--- src/rtl/maxpool_window_g3s2_pkg.sv ---
// Shared constants and helpers for the 3x3 / stride-2 max-pool window.
// Lanes are unsigned post-ReLU values packed LSB-first into one pixel word.
package maxpool_pkg;

  localparam int unsigned LANE_W = 9;
  localparam int unsigned LANES  = 3;

  function automatic bit size_is_even(input int unsigned size);
    return (size % 2) == 0;
  endfunction

  // Lanes are zero-extended to 32 bits by the caller, so the compare is unsigned.
  function automatic logic [31:0] lane_max(input logic [31:0] a, input logic [31:0] b);
    return (a > b) ? a : b;
  endfunction

endpackage

--- src/rtl/maxpool_window_g3s2_if.sv ---
// Pixel-stream bundle for the max-pool window: three row taps in, pooled pixels out.
interface maxpool_window_g3s2_if #(
  parameter int unsigned WIDTH_D = 27
);

  logic               i_vsync;
  logic               i_hsync;
  logic               i_valid;
  logic [WIDTH_D-1:0] i_tdata_r0;
  logic [WIDTH_D-1:0] i_tdata_r1;
  logic [WIDTH_D-1:0] i_tdata_r2;
  logic               o_vsync;
  logic               o_hsync;
  logic               o_valid;
  logic [WIDTH_D-1:0] o_tdata;
  logic               o_ovf;

  modport master (
    output i_vsync, i_hsync, i_valid, i_tdata_r0, i_tdata_r1, i_tdata_r2,
    input  o_vsync, o_hsync, o_valid, o_tdata, o_ovf
  );

  modport slave (
    input  i_vsync, i_hsync, i_valid, i_tdata_r0, i_tdata_r1, i_tdata_r2,
    output o_vsync, o_hsync, o_valid, o_tdata, o_ovf
  );

endinterface

--- src/rtl/maxpool_window_g3s2_lane_max3.sv ---
// Combinational 3-input per-lane unsigned maximum over a packed pixel word.
module maxpool_lane_max3 #(
  parameter int unsigned WIDTH_D = 27,
  parameter int unsigned LANE_W  = 9
) (
  input  logic [WIDTH_D-1:0] i_a,
  input  logic [WIDTH_D-1:0] i_b,
  input  logic [WIDTH_D-1:0] i_c,
  output logic [WIDTH_D-1:0] o_max
);
  import maxpool_pkg::*;

  localparam int unsigned NLANE = WIDTH_D / LANE_W;

  always_comb begin
    o_max = '0;
    for (int l = 0; l < NLANE; l++) begin
      o_max[l*LANE_W +: LANE_W] = LANE_W'(lane_max(
          lane_max(32'(i_a[l*LANE_W +: LANE_W]), 32'(i_b[l*LANE_W +: LANE_W])),
          32'(i_c[l*LANE_W +: LANE_W])));
    end
  end

endmodule

--- src/rtl/maxpool_window_g3s2.sv ---
// 3x3 max-pool, stride 2, zero padding 1: vertical max in stage 1, horizontal max in stage 2.
// Outputs appear only for odd row / odd column anchors, two cycles after the anchor beat.
module maxpool_window_g3s2 #(
  parameter int unsigned WIDTH_D = maxpool_pkg::LANE_W * maxpool_pkg::LANES,
  parameter int unsigned LANE_W  = maxpool_pkg::LANE_W,
  parameter int unsigned SIZE    = 14
) (
  input logic                 i_sclk,
  input logic                 i_rst_n,
  maxpool_window_g3s2_if.slave bus
);
  import maxpool_pkg::*;

  localparam int unsigned CW = $clog2(SIZE + 1);

  if (!size_is_even(SIZE)) begin : g_size_odd
    $error("maxpool_window_g3s2: SIZE must be even");
  end

  logic               r_vs_prev;
  logic               r_hs_prev;
  logic               r_active;
  logic [CW-1:0]      r_col;
  logic [CW-1:0]      r_row;
  logic [WIDTH_D-1:0] r_v;
  logic [WIDTH_D-1:0] r_h1;
  logic [WIDTH_D-1:0] r_h2;
  logic               r_s1_valid;
  logic               r_s1_first;
  logic               r_s1_fire;
  logic               r_hs_d1;
  logic               r_o_vsync;
  logic               r_o_hsync;
  logic               r_o_valid;
  logic [WIDTH_D-1:0] r_o_tdata;
  logic               r_o_ovf;

  logic               w_vs_rise;
  logic               w_hs_rise;
  logic               w_hs_fall;
  logic [CW-1:0]      w_col;
  logic [CW-1:0]      w_row;
  logic               w_beat;
  logic               w_col_ovf;
  logic               w_row_ovf;
  logic               w_in_range;
  logic               w_fire;
  logic [WIDTH_D-1:0] w_v_max;
  logic [WIDTH_D-1:0] w_win_max;

  assign w_vs_rise = bus.i_vsync & ~r_vs_prev;
  assign w_hs_rise = bus.i_hsync & ~r_hs_prev;
  assign w_hs_fall = ~bus.i_hsync & r_hs_prev;

  // Position of the beat presented this cycle, with same-cycle frame/row starts applied.
  assign w_col      = (w_vs_rise || w_hs_rise) ? '0 : r_col;
  assign w_row      = w_vs_rise ? '0 : r_row;
  assign w_beat     = bus.i_valid & (r_active | w_vs_rise);
  assign w_col_ovf  = (w_col == CW'(SIZE));
  assign w_row_ovf  = (w_row >= CW'(SIZE));
  assign w_in_range = w_beat & ~w_col_ovf & ~w_row_ovf;
  assign w_fire     = w_in_range & w_col[0] & w_row[0];

  maxpool_lane_max3 #(
    .WIDTH_D (WIDTH_D),
    .LANE_W  (LANE_W)
  ) u_stage1_max (
    .i_a   (bus.i_tdata_r0),
    .i_b   (bus.i_tdata_r1),
    .i_c   (bus.i_tdata_r2),
    .o_max (w_v_max)
  );

  maxpool_lane_max3 #(
    .WIDTH_D (WIDTH_D),
    .LANE_W  (LANE_W)
  ) u_stage2_max (
    .i_a   (r_v),
    .i_b   (r_h1),
    .i_c   (r_h2),
    .o_max (w_win_max)
  );

  always_ff @(posedge i_sclk) begin
    if (!i_rst_n) begin
      r_vs_prev  <= 1'b0;
      r_hs_prev  <= 1'b0;
      r_active   <= 1'b0;
      r_col      <= '0;
      r_row      <= '0;
      r_v        <= '0;
      r_h1       <= '0;
      r_h2       <= '0;
      r_s1_valid <= 1'b0;
      r_s1_first <= 1'b0;
      r_s1_fire  <= 1'b0;
      r_hs_d1    <= 1'b0;
      r_o_vsync  <= 1'b0;
      r_o_hsync  <= 1'b0;
      r_o_valid  <= 1'b0;
      r_o_tdata  <= '0;
      r_o_ovf    <= 1'b0;
    end else begin
      r_vs_prev <= bus.i_vsync;
      r_hs_prev <= bus.i_hsync;
      r_o_vsync <= r_vs_prev;
      r_hs_d1   <= bus.i_hsync & w_row[0];
      r_o_hsync <= r_hs_d1;

      if (w_vs_rise) r_active <= 1'b1;

      // Stage 1: vertical max of the three taps.
      r_v        <= bus.i_valid ? w_v_max : '0;
      r_s1_valid <= w_in_range;
      r_s1_first <= (w_col == '0);
      r_s1_fire  <= w_fire;

      // Column saturates at SIZE on an overlong row.
      r_col <= (w_beat && !w_col_ovf) ? w_col + CW'(1) : w_col;

      if (w_hs_fall && !w_vs_rise && (r_row != CW'(SIZE))) r_row <= r_row + CW'(1);
      else                                                 r_row <= w_row;

      r_o_ovf <= w_vs_rise ? 1'b0 : (r_o_ovf | (w_beat & (w_col_ovf | w_row_ovf)));

      // Column 0 seeds H2 with the left padding column for the col-1 window.
      if (w_vs_rise) begin
        r_h1 <= '0;
        r_h2 <= '0;
      end else if (r_s1_valid) begin
        r_h1 <= r_v;
        r_h2 <= r_s1_first ? '0 : r_h1;
      end else if (w_hs_rise) begin
        r_h1 <= '0;
        r_h2 <= '0;
      end

      // Stage 2: horizontal max; a frame restart drops the in-flight window.
      r_o_valid <= r_s1_fire & ~w_vs_rise;
      if (r_s1_fire && !w_vs_rise) r_o_tdata <= w_win_max;
    end
  end

  assign bus.o_vsync = r_o_vsync;
  assign bus.o_hsync = r_o_hsync;
  assign bus.o_valid = r_o_valid;
  assign bus.o_tdata = r_o_tdata;
  assign bus.o_ovf   = r_o_ovf;

endmodule
--- src/flat_wrapper.sv ---
// flat-port wrapper written by rule: the top's interface ports become plain ports
module maxpool_window_g3s2_flat import maxpool_pkg::*;
#(
  parameter int unsigned WIDTH_D = maxpool_pkg::LANE_W * maxpool_pkg::LANES,
  parameter int unsigned LANE_W  = maxpool_pkg::LANE_W,
  parameter int unsigned SIZE    = 14
)
  (i_sclk, i_rst_n, bus_i_vsync, bus_i_hsync, bus_i_valid, bus_i_tdata_r0, bus_i_tdata_r1, bus_i_tdata_r2, bus_o_vsync, bus_o_hsync, bus_o_valid, bus_o_tdata, bus_o_ovf);
  maxpool_window_g3s2_if #(.WIDTH_D(WIDTH_D)) bus_i ();
  input logic i_sclk;
  input logic i_rst_n;
  input wire logic [$bits(bus_i.i_vsync)-1:0] bus_i_vsync;
  input wire logic [$bits(bus_i.i_hsync)-1:0] bus_i_hsync;
  input wire logic [$bits(bus_i.i_valid)-1:0] bus_i_valid;
  input wire logic [$bits(bus_i.i_tdata_r0)-1:0] bus_i_tdata_r0;
  input wire logic [$bits(bus_i.i_tdata_r1)-1:0] bus_i_tdata_r1;
  input wire logic [$bits(bus_i.i_tdata_r2)-1:0] bus_i_tdata_r2;
  output wire logic [$bits(bus_i.o_vsync)-1:0] bus_o_vsync;
  output wire logic [$bits(bus_i.o_hsync)-1:0] bus_o_hsync;
  output wire logic [$bits(bus_i.o_valid)-1:0] bus_o_valid;
  output wire logic [$bits(bus_i.o_tdata)-1:0] bus_o_tdata;
  output wire logic [$bits(bus_i.o_ovf)-1:0] bus_o_ovf;
  assign bus_i.i_vsync = bus_i_vsync;
  assign bus_i.i_hsync = bus_i_hsync;
  assign bus_i.i_valid = bus_i_valid;
  assign bus_i.i_tdata_r0 = bus_i_tdata_r0;
  assign bus_i.i_tdata_r1 = bus_i_tdata_r1;
  assign bus_i.i_tdata_r2 = bus_i_tdata_r2;
  assign bus_o_vsync = bus_i.o_vsync;
  assign bus_o_hsync = bus_i.o_hsync;
  assign bus_o_valid = bus_i.o_valid;
  assign bus_o_tdata = bus_i.o_tdata;
  assign bus_o_ovf = bus_i.o_ovf;
  maxpool_window_g3s2 #(.WIDTH_D(WIDTH_D), .LANE_W(LANE_W), .SIZE(SIZE)) u_core (.i_sclk(i_sclk), .i_rst_n(i_rst_n), .bus(bus_i));
endmodule
--- config.mk ---
export PLATFORM = sky130hd
export DESIGN_NAME = maxpool_window_g3s2_flat
export DESIGN_NICKNAME = d
export VERILOG_FILES = /design/src/rtl/maxpool_window_g3s2_pkg.sv /design/src/rtl/maxpool_window_g3s2_if.sv /design/src/rtl/maxpool_window_g3s2_lane_max3.sv /design/src/rtl/maxpool_window_g3s2.sv /design/src/flat_wrapper.sv
export SDC_FILE = /design/constraint.sdc
export NUM_CORES = 1
export LEC_CHECK = 0
export BUFFER_PORTS_ARGS = -buffer_cell sky130_fd_sc_hd__clkbuf_2
export CELL_PAD_IN_SITES_DETAIL_PLACEMENT = 2
export CELL_PAD_IN_SITES_GLOBAL_PLACEMENT = 2
export CORE_MARGIN = 5
export CORE_UTILIZATION = 35
export DETAILED_ROUTE_END_ITERATION = 10
export HOLD_SLACK_MARGIN = 0.03
export PLACE_DENSITY_LB_ADDON = 0.15
export SYNTH_ARGS = -nofsm -noshare
export SYNTH_HDL_FRONTEND = slang
export SYNTH_SLANG_ARGS = --single-unit
--- constraint.sdc ---
create_clock -name i_sclk -period 5.61 [get_ports i_sclk]
set_input_delay 1.683 -clock i_sclk [delete_from_list [all_inputs] [get_ports i_sclk]]
set_output_delay 1.683 -clock i_sclk [all_outputs]
set_load 0.01 [all_outputs]
==> out/qor.txt, run 1 <==
CTS resizes = 0
Slew Viols, Final = 0
Syn nets = 1125
Initial antenna violation count = 0
Main flop type after synthesis = dfxtp_1
Placement Setup Slack = 0.2474 ns
Total track usage = 17.88%
DR pass1 iterations = 4
Overall power = 2.549 mW
Clock transition at the registers of the reported paths = 0.06 ns
Critical Path End Type = register
Post-layout util = 41.65%
Fmax = 203.0 MHz
Final setup vio count = 0
Seq cells post-synth = 127
Cell Chain, Critical Path = clkbuf_2, inv_1, ha_1, a211oi_1, o21ai_0, o22ai_1, a21oi_2, buf_4, mux2i_1, inv_1, ha_1, o211ai_1, a21oi_1, o41ai_1, a21oi_1, mux2i_1, nor2b_1
CTS tree = done
Syn Std Cell Area = 7920 µm²
ANT cells = 0
Mean post-synth cell area = 8.553 µm²
Netlist cell types = 59
Non-Filler Instances = 1338
Final setup margin = 0.6831 ns
Kind of critical path = in2reg
Reg-to-reg startpoint = u_core.r_h1[24]
First-pass GRT wire length = 37970 µm
Placer Congestion = 0.8005
Status = finished clean
Initial cell density of the core = 35.30%
Via-per-instance ratio = 5.289
Design Area, Final = 9344 µm²
Placed cells = 1307
Post-DP HPWL = 18040 µm
Register area share after synthesis = 32.10%
Max Cap Viol = 0
Slowest cell on crit path = a21oi_1
WL per Instance = 17.08 µm
Grt total ovfl = 0
Die Area = 25740 µm²
# clock sinks = 127
Core area = 22430 µm²
Pwr Density = 272.7 nW/µm²
Cells after Synth = 926
Residual DRC = 0
Vias in the first global route = 7623
Hold_buf cts = 0
# H-tree levels = 4
Clock latency at the later pin of the worst-skew pair = 0.42 ns
CP Launch Type = primary input
Setup Buffers After CTS = 0
Layout Skew = 0.008197 ns
Clock Tree Root = clkbuf_16
FFs w/ async S/R, synth = 0%
Nets = 1240
Hold path start = u_core.r_hs_d1
WP data arrival = 5.24 ns
FP Rows = 55
Minimum clock period = 4.927 ns
Warnings, synthesis = 0
WP data required = 5.92 ns
Post-route setup TNS = 0 ns
Routed wire length = 22860 µm
Maximum clock path buffer count = 2
Port Buffers = 116
Tcrit/Tclk final = 87.82%
CP peak stage delay = 0.86 ns
Share of layout cells above drive strength 1 = 16.81%
VDD IR max = 0.2121 mV
Vias = 7077
Post-route ant nets = 0
Leakage power = 4.348 nW
Fin. Hold Viols = 0
Area Growth Syn to Fin = 17.98%
Rel. slew slack = 25.02%
Die H = 160.4 µm
Fin Hold WS = 0.4483 ns
CTS Buf Count = 17
DP Area = 8825 µm²
Largest net degree at the start of global routing = 33
RSZ-0062 raised after global routing = false
Least-Margin Pin Slew = 1.125 ns
Hold/Removal Path Class = reg2reg
EDFF count, synth = 0
Die width = 160.4 µm
Starting DRT DRC Count = 193
Worst Setup SP = bus_i_tdata_r1[17]
Crit Path Max Fanout = 17
# IOs = 117
[flip-flops by register name, summed over array words and instances, names as in the netlist, 4 cells and up]
register	cells
u_core.r_h1	27
u_core.r_row	4
u_core.r_v	27
u_core.bus.o_tdata	27
u_core.r_col	4
u_core.r_h2	27
[cell usage after synthesis, types with 3 or more instances]
cell type / n / area share [%]
and3_1: 3 / 0.24
xnor2_1: 3 / 0.33
a21oi_1: 53 / 3.3
a21o_1: 5 / 0.47
dfxtp_1: 127 / 32
a22oi_1: 65 / 6.2
o221ai_1: 10 / 1.1
nand3_1: 11 / 0.70
and2_1: 6 / 0.47
ha_1: 113 / 18
a21oi_2: 3 / 0.33
clkbuf_1: 20 / 0.95
mux2_2: 3 / 0.43
a211oi_1: 12 / 1.1
nand4_1: 21 / 1.7
mux2i_1: 47 / 5.9
a31o_1: 7 / 0.77
a31oi_1: 3 / 0.24
o21ai_0: 46 / 2.9
o211ai_1: 6 / 0.57
mux2_4: 7 / 1.3
nor2_1: 88 / 4.2
buf_2: 3 / 0.19
buf_1: 4 / 0.19
nor2b_1: 8 / 0.63
nor3_1: 6 / 0.38
nand2_1: 38 / 1.8
a22o_1: 9 / 1.0
a211o_1: 3 / 0.33
o21a_1: 5 / 0.47
nand3b_1: 3 / 0.28
nand2b_1: 6 / 0.47
inv_1: 150 / 7.1
[placed cells by master, fill, tap and decap left out, drive strengths merged, types with 2 or more instances in the layout]
cell / synthesis / layout
mux2i: 47 / 47
nor2: 90 / 90
o221ai: 10 / 10
nor2b: 8 / 8
mux2: 10 / 10
nand4: 21 / 21
and2: 6 / 6
buf: 9 / 9
o41ai: 2 / 2
o22ai: 2 / 2
dfxtp: 127 / 127
a211o: 3 / 3
a211oi: 13 / 13
a22o: 9 / 9
a21oi: 57 / 57
nand2: 38 / 38
clkinv: 1 / 7
o21a: 5 / 5
nand3: 11 / 11
o21bai: 2 / 2
a31o: 7 / 7
o211a: 2 / 2
nor3: 6 / 6
nand3b: 3 / 3
o21ai: 49 / 49
clkbuf: 20 / 140
a21o: 5 / 5
a22oi: 65 / 65
and3: 3 / 3
nand2b: 6 / 6
o211ai: 6 / 6
xnor2: 3 / 3
ha: 113 / 113
a31oi: 3 / 3
inv: 150 / 150
[worst max-delay path: cells and delay by family]
family          cells  cell delay [ns]
buf+inv             4             0.37
mux                 2             0.53
compound gates      8             1.95
simple gates        1             0.06
fa+ha+maj           2             0.63
[layer usage]
metal	track usage, %	wire, µm	vias to the layer above
met5	0	0	-
met4	4.263	236	0
met2	30.16	10610	115
met3	3.977	889	14
met1	23.31	11130	3454
li1	-	-	3494
[cells by family after synthesis]
group	Yosys count	synth area share, %
AND/OR/NAND/NOR	196	11.44
XOR/XNOR	3	0.3318
multiplexers	57	7.693
buffers and inverters	180	8.673
AO/OA/AOI/OAI	250	21.91
flip-flops	127	32.10
adder cells (fa/ha/maj)	113	17.85
[power by group]
group	switching [mW]	total [mW]	internal (mW)
combinational	0.364	0.629	0.265
clock	0.383	0.974	0.591
sequential	0.0207	0.945	0.925
[worst paths after layout]
| kind | end | slack, ns | cells past startpoint |
|---|---|---|---|
| worst max register to register | u_core.bus.o_tdata[20] | 1.54 | 14 |
| worst min-delay path | u_core.bus.o_hsync | 0.45 | 1 |
| worst max-delay path | u_core.r_v[17] | 0.68 | 17 |
| worst min register to register | u_core.bus.o_hsync | 0.45 | 1 |
[layout make-up]
| cell class | instances | area, µm² |
|---|---|---|
| Fill cell | 2600 | 13090 |
| Multi-Input combinational cell | 619 | 4711 |
| Sequential cell | 127 | 2542 |
| Timing Repair Buffer | 125 | 648.1 |
| Inverter | 151 | 566.8 |
| Clock buffer | 24 | 481.7 |
| Tap cell | 285 | 356.6 |
| Clock inverter | 7 | 37.54 |
Power figures use the tool's default switching activity.
==> run 2: changes to the inputs <==
--- a/config.mk
+++ b/config.mk
@@ -10,6 +10,7 @@
 export CELL_PAD_IN_SITES_GLOBAL_PLACEMENT = 2
 export CORE_MARGIN = 5
-export CORE_UTILIZATION = 35
+export CORE_UTILIZATION = 28
 export DETAILED_ROUTE_END_ITERATION = 10
+export GPL_ROUTABILITY_DRIVEN = 0
 export HOLD_SLACK_MARGIN = 0.03
 export PLACE_DENSITY_LB_ADDON = 0.15
==> constraint.sdc (replaced) <==
create_clock -name i_sclk -period 5.61 [get_ports i_sclk]
set_input_delay 1.683 -clock i_sclk [delete_from_list [all_inputs] [get_ports i_sclk]]
set_output_delay 1.683 -clock i_sclk [all_outputs]
set_load 0.02 [all_outputs]
==> run 2 against run 1 <==
Effect of this change: hold slack worse by 0.018 ns; sequential share of layout area is 0.64 points lower; register-to-register slack worse by 0.07 ns; first-iteration DRC count is 24% higher; clock skew is 0.0023 ns higher; final cell count is 7.0% higher; fmax is 1.7% lower; critical endpoint unchanged; largest cell class unchanged; highest routed layer unchanged.
==> out/qor.txt, run 2 (same netlist as run 1, synthesis figures left out) <==
Status = finished clean (unchanged)
Hold_buf cts = 0 (unchanged)
Max Cap Viol = 0 (unchanged)
Initial antenna violation count = 0 (unchanged)
Slew Viols, Final = 0 (unchanged)
R2r setup slk = 1.47 ns (was 1.54 ns)
Critical Path End Type = register (unchanged)
Tcrit/Tclk final = 89.33% (was 87.82%)
Area Growth Syn to Fin = 20.88% (was 17.98%)
Cell Chain, Critical Path = clkbuf_2, inv_1, ha_1, a211oi_1, o21ai_0, o22ai_1, a21oi_2, buf_4, mux2i_1, inv_1, ha_1, o211ai_1, a21oi_1, o41ai_1, a21oi_1, mux2i_1, nor2b_1 (unchanged)
Crit Path Max Fanout = 17 (unchanged)
# IOs = 117 (unchanged)
Fmax = 199.5 MHz (was 203.0 MHz)
Setup Buffers After CTS = 0 (unchanged)
Delay-heaviest family, CP = compound AO/OA/AOI/OAI gates (unchanged)
ANT cells = 0 (unchanged)
Maximum clock path buffer count = 2 (unchanged)
Die Area = 31750 µm² (was 25740 µm²)
Die width = 178.2 µm (was 160.4 µm)
CTS Buf Count = 17 (unchanged)
WL per Instance = 17.24 µm (was 17.08 µm)
Vias in the first global route = 7709 (was 7623)
Buf/Inv on CP = 4 (unchanged)
WP data required = 5.92 ns (about the same)
Post-layout util = 34.37% (was 41.65%)
Pwr Density = 291.5 nW/µm² (was 272.7 nW/µm²)
Least-Margin Pin Slew = 1.229 ns (was 1.125 ns)
CTS resizes = 0 (unchanged)
First-pass GRT wire length = 40380 µm (was 37970 µm)
Kind of critical path = in2reg (unchanged)
DR pass1 iterations = 4 (unchanged)
Clock Tree Root = clkbuf_16 (unchanged)
Routed wire length = 24680 µm (was 22860 µm)
Die H = 178.2 µm (was 160.4 µm)
Leakage power = 4.391 nW (was 4.348 nW)
# H-tree levels = 4 (unchanged)
Post-route setup TNS = 0 ns (unchanged)
Core area = 27860 µm² (was 22430 µm²)
Share of layout cells above drive strength 1 = 17.19% (was 16.81%)
WP data arrival = 5.32 ns (was 5.24 ns)
Most frequent cells in the layout = inv_1, dfxtp_1, clkbuf_2 (unchanged)
FP Rows = 61 (was 55)
Grt total ovfl = 0 (unchanged)
Rel. slew slack = 18.05% (was 25.02%)
Layout Skew = 0.01047 ns (was 0.008197 ns)
CTS tree = done (unchanged)
Minimum clock period = 5.011 ns (was 4.927 ns)
RSZ-0062 raised after global routing = false (unchanged)
Port Buffers = 116 (unchanged)
Vias = 7057 (was 7077)
Post-route ant nets = 0 (unchanged)
# clock sinks = 127 (unchanged)
Clock latency at the later pin of the worst-skew pair = 0.42 ns (about the same)
Via-per-instance ratio = 4.932 (was 5.289)
Post-DP HPWL = 18910 µm (was 18040 µm)
Fin. Hold Viols = 0 (unchanged)
Commonest non-fill, non-tap cell in the layout = inv_1 (unchanged)
Largest net degree at the start of global routing = 36 (was 33)
Initial cell density of the core = 28.43% (was 35.30%)
Overall power = 2.791 mW (was 2.549 mW)
Clock transition at the registers of the reported paths = 0.06 ns (about the same)
Residual DRC = 0 (unchanged)
Final setup vio count = 0 (unchanged)
Hold/Removal Path Class = reg2reg (unchanged)
CP peak stage delay = 0.94 ns (was 0.86 ns)
Slowest cell on crit path = a21oi_1 (unchanged)
Nets = 1239 (was 1240)
Total track usage = 15.90% (was 17.88%)
VDD IR max = 0.2323 mV (was 0.2121 mV)
Starting DRT DRC Count = 239 (was 193)
CP Launch Type = primary input (unchanged)
-- run 2: cell count changes in the layout (fill, tap and decap cells not counted), sizes merged --
| cell | before | now |
|---|---|---|
| bufinv | 0 | 4 |
| clkinv | 7 | 4 |
| clkbuf | 140 | 138 |
| clkinvlp | 1 | 3 |
| buf | 9 | 8 |
-- run 2: cell type report --
cell class / count / area [µm²]
Fill cell: 3179 / 18280
Multi-Input combinational cell: 619 / 4708
Sequential cell: 127 / 2544
Timing Repair Buffer: 124 / 640.6
Inverter: 151 / 566.8
Clock buffer: 22 / 484.2
Tap cell: 378 / 473.0
Clock inverter: 10 / 157.7
-- run 2: power by group --
part / internal [mW] / switching [mW]
combinational: 0.265 / 0.366
sequential: 0.924 / 0.0263
clock: 0.789 / 0.421
-- run 2: path summary, 6_finish.rpt --
kind,startpoint,to,cells after the start
worst min register to register,u_core.r_hs_d1,u_core.bus.o_hsync,1
worst max-delay path,bus_i_tdata_r1[17],u_core.r_v[17],17
worst max register to register,u_core.r_h1[25],u_core.bus.o_tdata[21],14
worst min-delay path,u_core.r_hs_d1,u_core.bus.o_hsync,1
-- run 2: metrics by stage --
stage | hold WS, ns | setup slack [ns] | instances | cell area, µm²
6_report | 0.4306 | 0.5987 | 1431 | 9574
5_1_grt | 0.4538 | 0.1560 | 1431 | 9574
2_1_floorplan | 0.4118 | 1.020 | 926 | 7920
3_5_place_dp | 0.4281 | 0.08468 | 1399 | 8932
3_3_place_gp | 0.4200 | 0.3809 | 1399 | 8932
4_1_cts | 0.4367 | 0.5202 | 1431 | 9574
-- run 2: metal layers --
| metal | vias up | global-route usage, % | share of wire, % |
|---|---|---|---|
| li1 | 3504 | - | - |
| met1 | 3468 | 20.46 | 48 |
| met2 | 81 | 27.82 | 49 |
| met3 | 4 | 3.158 | 2.6 |
| met4 | 0 | 3.038 | 0.52 |
| met5 | - | 0 | 0 |
